===== src/rtl/round_robin_mux_arbiter_pkg.sv =====
// Shared definitions for the round-robin mux arbiter: state encoding, sizing
// constants and the rotating-priority pick helpers.
package round_robin_mux_arbiter_pkg;

    localparam int NUM_REQ = 4;
    localparam int SEL_W   = 2;

    typedef enum logic {
        IDLE = 1'b0,
        BUSY = 1'b1
    } state_t;

    // Lowest offset from p wins: scanning backwards lets the nearest requester overwrite.
    function automatic logic [SEL_W-1:0] rr_pick(input logic [NUM_REQ-1:0] r,
                                                 input logic [SEL_W-1:0]   p);
        logic [SEL_W-1:0] idx;
        rr_pick = p;
        for (int i = NUM_REQ - 1; i >= 0; i--) begin
            idx = p + SEL_W'(i);
            if (r[idx]) begin
                rr_pick = idx;
            end
        end
    endfunction

    function automatic logic [NUM_REQ-1:0] sel_to_onehot(input logic [SEL_W-1:0] s);
        sel_to_onehot    = '0;
        sel_to_onehot[s] = 1'b1;
    endfunction

endpackage


===== src/rtl/round_robin_mux_arbiter_mux.sv =====
// Width-parameterised 4:1 payload multiplexer used by the arbiter's data path.
module multiplexer4to1 #(
    parameter int W = 32
) (
    input  logic [1:0]   sel,
    input  logic [W-1:0] d0,
    input  logic [W-1:0] d1,
    input  logic [W-1:0] d2,
    input  logic [W-1:0] d3,
    output logic [W-1:0] y
);

    // Route the selected requester payload through unchanged.
    always_comb begin
        y = '0;
        case (sel)
            2'd0:    y = d0;
            2'd1:    y = d1;
            2'd2:    y = d2;
            2'd3:    y = d3;
            default: y = '0;
        endcase
    end

endmodule


===== src/rtl/round_robin_mux_arbiter.sv =====
// Four-requester round-robin arbiter with a registered payload output.
// Define ARB_LOCK_EN to add the lock port that holds priority on the current grantee.
module round_robin_mux_arbiter
    import round_robin_mux_arbiter_pkg::*;
#(
    parameter int W = 32
) (
    input  logic         clk,
    input  logic         rst_n,
    input  logic [3:0]   req,
    input  logic [W-1:0] data0,
    input  logic [W-1:0] data1,
    input  logic [W-1:0] data2,
    input  logic [W-1:0] data3,
    input  logic         out_ready,
`ifdef ARB_LOCK_EN
    input  logic [3:0]   lock,
`endif
    output logic         out_valid,
    output logic [W-1:0] out_data,
    output logic [3:0]   gnt,
    output logic [1:0]   sel,
    output logic [3:0]   ack
);

    state_t               state_r;
    logic [SEL_W-1:0]     ptr_r;
    logic [SEL_W-1:0]     sel_r;
    logic [NUM_REQ-1:0]   gnt_r;
    logic                 valid_r;
    logic [W-1:0]         data_r;
    logic [SEL_W-1:0]     pick_s;
    logic [SEL_W-1:0]     ptr_next_s;
    logic [NUM_REQ-1:0]   ack_s;
    logic [W-1:0]         mux_data_s;

    // Next grantee from the rotating priority pointer.
    always_comb begin
        pick_s = rr_pick(req, ptr_r);
    end

    multiplexer4to1 #(.W(W)) u_mux (
        .sel (pick_s),
        .d0  (data0),
        .d1  (data1),
        .d2  (data2),
        .d3  (data3),
        .y   (mux_data_s)
    );

    // Pointer after a handshake; a held lock keeps priority on the current grantee.
    always_comb begin
        ptr_next_s = sel_r + 2'd1;
`ifdef ARB_LOCK_EN
        if (lock[sel_r]) begin
            ptr_next_s = sel_r;
        end else begin
            ptr_next_s = sel_r + 2'd1;
        end
`endif
    end

    // Completion pulse is combinational so it lines up with the accepting edge.
    always_comb begin
        ack_s = '0;
        if ((state_r == BUSY) && out_ready) begin
            ack_s[sel_r] = 1'b1;
        end else begin
            ack_s = '0;
        end
    end

    // Arbitration FSM and registered grant/payload outputs.
    always_ff @(posedge clk or negedge rst_n) begin
        if (!rst_n) begin
            state_r <= IDLE;
            ptr_r   <= 2'd0;
            sel_r   <= 2'd0;
            gnt_r   <= 4'b0000;
            valid_r <= 1'b0;
            data_r  <= '0;
        end else begin
            case (state_r)
                IDLE: begin
                    if (|req) begin
                        gnt_r   <= sel_to_onehot(pick_s);
                        sel_r   <= pick_s;
                        data_r  <= mux_data_s;
                        valid_r <= 1'b1;
                        state_r <= BUSY;
                    end
                end
                BUSY: begin
                    if (valid_r && out_ready) begin
                        ptr_r   <= ptr_next_s;
                        gnt_r   <= 4'b0000;
                        valid_r <= 1'b0;
                        state_r <= IDLE;
                    end
                end
                default: begin
                    state_r <= IDLE;
                    gnt_r   <= 4'b0000;
                    valid_r <= 1'b0;
                end
            endcase
        end
    end

    assign out_valid = valid_r;
    assign out_data  = data_r;
    assign gnt       = gnt_r;
    assign sel       = sel_r;
    assign ack       = ack_s;

endmodule


===== config.mk =====
export PLATFORM = sky130hd
export DESIGN_NAME = round_robin_mux_arbiter
export DESIGN_NICKNAME = d
export VERILOG_FILES = /design/src/rtl/round_robin_mux_arbiter_pkg.sv /design/src/rtl/round_robin_mux_arbiter_mux.sv /design/src/rtl/round_robin_mux_arbiter.sv
export SDC_FILE = /design/constraint.sdc
export NUM_CORES = 1
export LEC_CHECK = 0
export CORE_UTILIZATION = 37
export DETAILED_ROUTE_END_ITERATION = 12
export GPL_TIMING_DRIVEN = 0
export PLACE_DENSITY_LB_ADDON = 0.2
export REMOVE_ABC_BUFFERS = 1
export SLEW_MARGIN = 30
export SYNTH_ARGS = -nofsm -noshare
export SYNTH_HDL_FRONTEND = slang
export SYNTH_SLANG_ARGS = --single-unit

===== constraint.sdc =====
create_clock -name clk -period 2.2 [get_ports clk]
set_input_delay 0.22 -clock clk [delete_from_list [all_inputs] [get_ports clk]]
set_output_delay 0.22 -clock clk [all_outputs]
set_load 0.02 [all_outputs]

==> results.txt <==
Outcome - finished, final reports clean
Critical Path Start Type - input port
Global-route wire length before repair - 15,270 um
Final worst clock skew - 0.003001 ns
Routed vias - 3,066
Root buffer cell - clkbuf_8
P_leak - 1.826 nW
H-Tree Depth - 2
Number of vias per cell - 5.554
Hpwl dp - 6576 um
Sequential area share after synthesis - 38.71%
CP top delay family - buffers and inverters
Reg power frac - 27.2%
Synth cell types - 43
Vias in the first global route - 3,020
Nets - 594
Fraction of registers with async set/reset - 100.0%
Largest net degree at the start of global routing - 46
Share of cells above drive strength 1 - 7.895%
PwrDens - 1112 nW/um2
ANT cells - 0
Synth warnings - 0
Worst skew pair latency - 0.30 ns
Clock buffer count from CTS - 5
Rel. slew slack - 49.60%
Placed Cells - 538
Initial antenna violation count - 0
Final Max Slew Viols - 0
Crit path arrival time - 2.29 ns
Final ANT Viol Nets - 0
Top cell type's share of synthesized area - 38.71%
Fin. Hold Viols - 0
Drt total wl - 9852 um
Reg2reg setup slack - 0.17 ns
DR pass1 iterations - 4
Drt drc - 0
Crit path max fanout - 9
Crit path capture type - register
CP Cell Sequence - clkdlybuf4s50_1 -> nor2b_4 -> o21ai_4 -> buf_12 -> buf_4 -> and2_1 -> a221o_1 -> a22o_1
Reg clk slew, reported paths - 0.08 ns
Final period util - 95.10%
Setup TNS - 0 ns
Starting Density - 39.10%
Syn_area_per_cell - 9.330 um2
Die X - 87.66 um
CTS tree - done
Sw power - 2.310 mW
RSZ-0062 raised after global routing - no
Final critical-path required period - 2.092 ns
CP Class - input port to register
Cell taking the most area after synthesis - dfrtp_1
WP buf/inv - 3
Finished Layout Cells - 552
Slowest-stage cell, CP - clkdlybuf4s50_1
Clk sinks - 42
Routability cong. - 0.7590
Initial DRC Count - 90
Final number of setup-violating endpoints - 0
Avg WL per Cell - 17.85 um
Synth area leaders - dfrtp_1 (39%), a221oi_1 (10%), o221ai_1 (10%), and2_1 (7.4%), o21ai_1 (5.5%)
Cells after synthesis - 291
Die area - 7684 um2
Worst path max stage delay - 0.67 ns
Global route overflow - 0
Internal - 2.946 mW
Max-Cap Viols - 0
Primary FF master, synth - dfrtp_1
Core ar. - 6944 um2
Clock Power Share - 11.7%
Global Route Usage Sum - 26.28%
Maximum clock insertion buffer count - 2
Sw Ratio - 43.95%
Core Rows - 30
Io pins - 178
Area delta synth->final - 74.01%
Crit path required time - 2.40 ns
Port bufs - 177
Slew @ Worst Pin - 0.7559 ns
Peak Freq - 0.4780 GHz
Post-synth EDFFs - 0
Total power draw - 5.256 mW
Max VDD drop - 414.0 uV
Part of the power in combinational logic - 61.1%
Die Y - 87.66 um
Mapped cell area - 2715 um2
Worst min-delay path category - input port to asynchronous set/reset pin
Number of synthesized register bits - 42
worst reg2reg max path, stage by stage, from the launching register on:
cell and delay, ns:
dfrtp_1 0.57, nor2b_4 0.12, or4_1 0.44, o311a_4 0.28, o221a_1 0.31, a22o_1 0.20
kinds of logic after synthesis:
kind of cell	after synthesis	share of synthesized area, %
compound gates	117	33.50
simple gates	92	18.06
flops	42	38.71
buf+inv	35	7.465
fa+ha+maj	4	1.843
mux	1	0.4147
cells in the mapped netlist, types with 2 or more instances:
cell type,number
a21oi_1,2
a221oi_1,31
and2_1,32
and3_1,4
buf_2,12
buf_4,3
buf_6,6
clkbuf_1,9
dfrtp_1,42
ha_1,4
inv_1,4
nand2_1,37
nand3_1,5
nor2_1,3
nor3b_1,3
o21ai_0,7
o21ai_1,30
o21ai_2,2
o221ai_1,31
flip-flops by register name, indices dropped and copies added, names as in the netlist:
| signal | flops |
|---|---|
| out_data | 32 |
| gnt | 4 |
| ptr_r | 2 |
| sel | 2 |
| out_valid | 1 |
| state_r | 1 |
power by group through the flow:
| stage | clock [mW] | combinational (mW) | sequential [mW] |
|---|---|---|---|
| after floorplan | 0 | 1.17 | 1.80 |
| after global routing | 0.657 | 3.46 | 1.48 |
| after detailed placement | 0 | 3.08 | 1.42 |
| after global placement | 0 | 2.95 | 1.39 |
| final | 0.616 | 3.21 | 1.43 |
| after CTS | 0.624 | 3.21 | 1.42 |
worst paths after layout:
| kind | cells past startpoint | to | start |
|---|---|---|---|
| setup / recovery | 8 | out_data[8] | req[0] |
| hold / removal | 2 | out_data[31] | rst_n |
| max in group asynchronous | 2 | ptr_r[1] | rst_n |
| hold reg to reg | 2 | out_data[18] | out_data[18] |
| min in group clk | 2 | out_data[18] | out_data[18] |
| setup reg to reg | 5 | out_data[8] | ptr_r[0] |
what timing repair did:
action | 4_1_cts | 5_1_grt
hold buffers | 1 | 0
buffers inserted | 3 | 0
endpoints found under the hold margin | 42 | 0
pin swaps | 2 | 1
gates resized for setup | 6 | 3
gates cloned | 2 | 0
endpoints found under the setup margin | 39 | 17
routing by layer:
metal / global-route usage [%] / vias to the layer above / share of wire [%] / wire length [um]
li1: - / 1453 / - / -
met1: 30.56 / 1476 / 39 / 3873
met2: 46.88 / 126 / 51 / 5070
met3: 7.823 / 11 / 8.0 / 788
met4: 7.452 / 0 / 1.2 / 121
met5: 0 / - / 0 / 0
area by class of cell:
cell class              instances  area (um2)
clock buffers                   5       68.82
clock inverters                 3       40.04
fillers                       579        2220
inverters                       5       18.77
multi-input cells             216        1543
flip-flops and latches         42        1055
well taps                      96       120.1
repair buffers                185        1879
metrics by stage:
stage	setup WS [ns]	util, %	instance area, um2	hold WS, ns
after floorplan	0.2246	-	2531	-0.07559
after global placement	-1.166	63.69	4423	0.4668
after detailed placement	-0.8582	64.85	4503	0.2489
after CTS	0.01343	67.78	4707	0.4571
after global routing	0.001154	68.04	4725	0.4937
final	0.1078	68.04	4725	0.4444
cell usage in the layout (no fill, tap or decap), types with 5 or more instances in the layout:
| master | instances |
|---|---|
| o21ai_1 | 30 |
| o221ai_1 | 31 |
| dfrtp_1 | 41 |
| nand3_1 | 5 |
| clkbuf_8 | 5 |
| clkdlybuf4s50_1 | 176 |
| nand2_1 | 37 |
| and2_1 | 32 |
| a221oi_1 | 31 |
| o21ai_0 | 7 |
(Power assumes the default switching activity.)
